### src/rtl/rr_arb_idx32.sv
// Round-robin arbiter over 32 level requesters. It emits the winning index as a registered
// 5-bit value for the downstream one-hot decoder. Define RR_LOCK_EN to enable burst grant locking.
module rr_arb_idx32 #(
  parameter int NUM_REQ = 32,
  parameter int IDX_W   = 5
) (
  input  logic               clk,
  input  logic               rst_n,
  input  logic [NUM_REQ-1:0] req,
  output logic [IDX_W-1:0]   out_idx,
  output logic               out_valid,
  input  logic               out_ready,
  output logic [IDX_W-1:0]   ptr,
  input  logic               lock
);

  // Handshake: an index transfers on a rising edge when out_valid && out_ready are both high.
  // Once out_valid rises, out_idx, out_valid and ptr stay frozen until that transfer happens.
  // The output slot is free when it is empty or is being drained in this cycle.
  logic               slot_free;
  logic               any_req;
  logic               hi_any;
  logic               hold_lock;
  logic [NUM_REQ-1:0] mask_hi;
  logic [NUM_REQ-1:0] req_hi;
  logic [IDX_W-1:0]   idx_hi;
  logic [IDX_W-1:0]   idx_all;
  logic [IDX_W-1:0]   winner;

  function automatic logic [IDX_W-1:0] first_set(input logic [NUM_REQ-1:0] v);
    logic [IDX_W-1:0] r;
    r = '0;
    for (int i = NUM_REQ - 1; i >= 0; i--) begin
      if (v[i]) r = IDX_W'(i);
    end
    return r;
  endfunction

  assign slot_free = !out_valid || out_ready;
  assign any_req   = |req;

  // Double-range search. The upper half covers bits ptr..31. If that half has no request,
  // the search wraps to the lowest set bit of the whole vector.
  always_comb begin
    mask_hi = '0;
    for (int i = 0; i < NUM_REQ; i++) begin
      mask_hi[i] = (IDX_W'(i) >= ptr);
    end
  end

  assign req_hi  = req & mask_hi;
  assign hi_any  = |req_hi;
  assign idx_hi  = first_set(req_hi);
  assign idx_all = first_set(req);
  assign winner  = hi_any ? idx_hi : idx_all;

`ifdef RR_LOCK_EN
  // A locked burst re-grants the current owner while it still requests. The pointer does not move.
  assign hold_lock = out_valid && out_ready && lock && req[out_idx];
`else
  logic unused_lock;
  assign unused_lock = lock;
  assign hold_lock   = 1'b0;
`endif

  always_ff @(posedge clk or negedge rst_n) begin
    if (!rst_n) begin
      out_idx   <= '0;
      out_valid <= 1'b0;
      ptr       <= '0;
    end else if (slot_free) begin
      if (hold_lock) begin
        out_valid <= 1'b1;
      end else if (any_req) begin
        out_idx   <= winner;
        out_valid <= 1'b1;
        ptr       <= winner + IDX_W'(1);
      end else begin
        out_valid <= 1'b0;
      end
    end
  end

endmodule

### config.mk
export PLATFORM = sky130hd
export DESIGN_NAME = rr_arb_idx32
export DESIGN_NICKNAME = d
export VERILOG_FILES = /design/src/rtl/rr_arb_idx32.sv
export SDC_FILE = /design/constraint.sdc
export NUM_CORES = 1
export LEC_CHECK = 0
export ABC_AREA = 1
export BUFFER_PORTS_ARGS = -buffer_cell sky130_fd_sc_hd__buf_2
export CAP_MARGIN = 10
export CORE_UTILIZATION = 30
export CTS_CLUSTER_DIAMETER = 80
export DETAILED_ROUTE_END_ITERATION = 8
export PLACE_DENSITY = 0.55
export SYNTH_ARGS = -nofsm -noshare
export SYNTH_HDL_FRONTEND = slang
export SYNTH_SLANG_ARGS = --single-unit
### constraint.sdc
create_clock -name clk -period 6.1 [get_ports clk]
set_input_delay 0.915 -clock clk [delete_from_list [all_inputs] [get_ports clk]]
set_output_delay 0.915 -clock clk [all_outputs]
set_load 0.02 [all_outputs]
==> impl_metrics.toml <==
[final_layout]
antenna_cells = 0
nets = 414
drive_gt1_share_pct = 21.5
area_delta_synth_final_pct = 18.5
fill_cells = 682

[setup_path]
cp_slowest_stage_delay_ns = 0.48
cp.required_ns = 6.23
critPathLaunchType = "flop"
cpMostUsedCell = "nand2_1"
critPathCaptureType = "flop"
cp.arrival_ns = 3.74
slowest_stage = "dfrtp_1"
critPathKind = "reg -> reg"
crit_fanout = 6

[global_route]
grt_pass1_wl_mm = 9.25
grt_remaining_overflow = 0
grt_pass1_vias = 2025
grtUsageTotal_pct = 18.4
grt_max_degree = 12
antenna_found_initial = 0

[yosys]
yosysWarningCount = 0
netlist_instances = 330
yosysSeqAreaShare_pct = 15.0
yosysUniqueCellTypes = 37
netlist_area_um2 = 1840
synth_fp_nets = 367
syn_area_per_cell_um2 = 5.56
ys_seq_elements = 11

[floorplan]
start_util_pct = 31.0
core_area_um2 = 5920
fp.dieW_um = 80.2
rows = 28
dieArea_um2 = 6440
ios = 47
dieHeight_um = 80.2

[place]
numPortBuffers = 45
place_hpwl_mm = 4.64
gp_congestion = 0.885
dp_worst_setup_slack_ns = 2.21

[timing]
max_slew_margin_pct = 54.3
hold_violations = 0
rsz0062_at_grt = "no"
slew_viol_final = 0
worst_slack_ns = 2.48
worst_pin_slew_ns = 0.679
fmax_mhz = 277
finalSetupViolations = 0
post-route-period-util_pct = 59.3
finalClockSkew_ns = 0.00364
fin_setup_tns_ns = 0
min_period_ns = 3.62

[route]
drc = 0
ant_nets = 0
drtIter0Drc = 112
detail_route.wl_per_cell_um = 12.0
drt_wl_total_mm = 5.39
dr.pass1.iters = 4
drt-vias-per-instance = 4.75
via_count = 2140

[clocking]
cts_resized = 0
cts_max_path_buffers = 2
hold_buffers = 0
cts-root-buf = "clkbuf_8"
cts_tree = "done"
clkLatencyLatePin_ns = 0.24
numClockSinks = 11
postCtsSetupBuffers = 0
clkTransAtPathRegs_ns = 0.05
htree_levels = 1
numCtsBuffers = 3

[pwr]
p_leak_nw = 1.23
ir_worst_vdd_v = 0.000201
cellPowerDensity_nw_per_um2 = 332

[hold_path]
hold_path.class = "reg -> reg"

[outcome]
status = "completed"

[job]
maxCapViolCount = 0
[power breakdown]
part | internal (mW) | leakage (nW) | total [mW] | switching, mW
Sequential | 0.102 | 0.134 | 0.148 | 0.0457
Clock | 0.0450 | 0.0255 | 0.0740 | 0.0290
Combinational | 0.161 | 1.07 | 0.501 | 0.340
[flip-flops by register name, summed over array words and instances (netlist names)]
| register | flops |
|---|---|
| out_idx | 5 |
| out_valid | 1 |
| ptr | 5 |
[critical path: cells and delay by family, from the launching register on]
| family | cells | cell delay (ns) |
|---|---|---|
| simple gates | 28 | 2.06 |
| flops | 1 | 0.48 |
| compound gates | 2 | 0.34 |
| mux | 1 | 0.30 |
| fa+ha+maj | 1 | 0.21 |
| buf+inv | 2 | 0.14 |
[Yosys cell counts, drive strengths merged]
library cell  number  area (um^2)
nor4               5         46.3
nand4              3         18.8
o21ai             16         80.1
mux2               1         15.0
or4                1         11.3
o311ai             2         35.0
buf                3         26.3
o41ai              1         16.3
a311oi             3         26.3
o211ai             7         66.3
nor2              44          173
a21oi              6         33.8
nand3             25          145
nand2            115          474
o21bai             1         7.51
inv               67          257
a31oi              1         6.26
ha                 1         12.5
dfrtp             11          275
o21a               2         15.0
and3               2         12.5
a211oi             1         7.51
nor3              11         60.1
nor4b              1         15.0
[placed cells by master (no fill, tap or decap), types with 3 or more instances in the layout]
cell type and n:
nand2_1 104, inv_1 60, buf_2 45, nor2_1 43, nand3_1 21, o21ai_0 13, dfrtp_1 11, nor3_1 10
nand2_2 8, o211ai_1 6, inv_2 5, a21oi_1 5, nor4_1 4, nand3_2 4, nand4_1 3, o21ai_1 3
nand2_4 3, a311oi_1 3, clkbuf_8 3
[kinds of logic after synthesis]
family / count (synthesis) / synth area share [%]
adders and majority gates: 1 / 0.682
AOI/OAI and AO/OA: 40 / 16.0
DFF: 11 / 15.0
and+or+nand+nor: 207 / 52.1
muxes: 1 / 0.818
buffers and inverters: 70 / 15.4
[cell type report]
type | instances | area [um^2] | area share [%]
Multi-Input combinational cell | 249 | 1280 | 58.7
Sequential cell | 11 | 275 | 12.7
Inverter | 67 | 256 | 11.8
Timing Repair Buffer | 45 | 225 | 10.4
Tap cell | 75 | 93.8 | 4.32
Clock buffer | 3 | 41.3 | 1.90
Clock inverter | 1 | 5.00 | 0.230
[per-layer routing]
layer	part of all wire (%)	vias up	track usage [%]	routed length [um]
met2	46	46	32.6	2500
met4	0.56	0	4.64	30
met1	49	940	24.0	2670
met5	0	-	0	0
met3	3.5	4	1.14	191
li1	-	1150	-	-
[metrics by stage]
step	total power [mW]	cells	instance area (um^2)	hold WS, ns	util (%)
after floorplan	0.508	330	1840	0.589	-
after global placement	0.649	447	2130	0.474	35.9
after detailed placement	0.650	447	2130	0.472	35.9
after CTS	0.729	451	2170	0.491	36.7
after global routing	0.800	451	2170	0.530	36.7
final	0.722	451	2170	0.480	36.7
[final timing paths]
kind | from | to | slack (ns) | cells past startpoint
hold / removal | out_idx[1] | out_idx[1] | 0.48 | 2
setup / recovery | ptr[2] | ptr[4] | 2.48 | 34
hold reg to reg | out_idx[1] | out_idx[1] | 0.48 | 2
max in group asynchronous | rst_n | out_valid | 5.37 | 1
min in group asynchronous | rst_n | out_idx[3] | 0.53 | 1
setup reg to reg | ptr[2] | ptr[4] | 2.48 | 34
(Power assumes the default switching activity.)
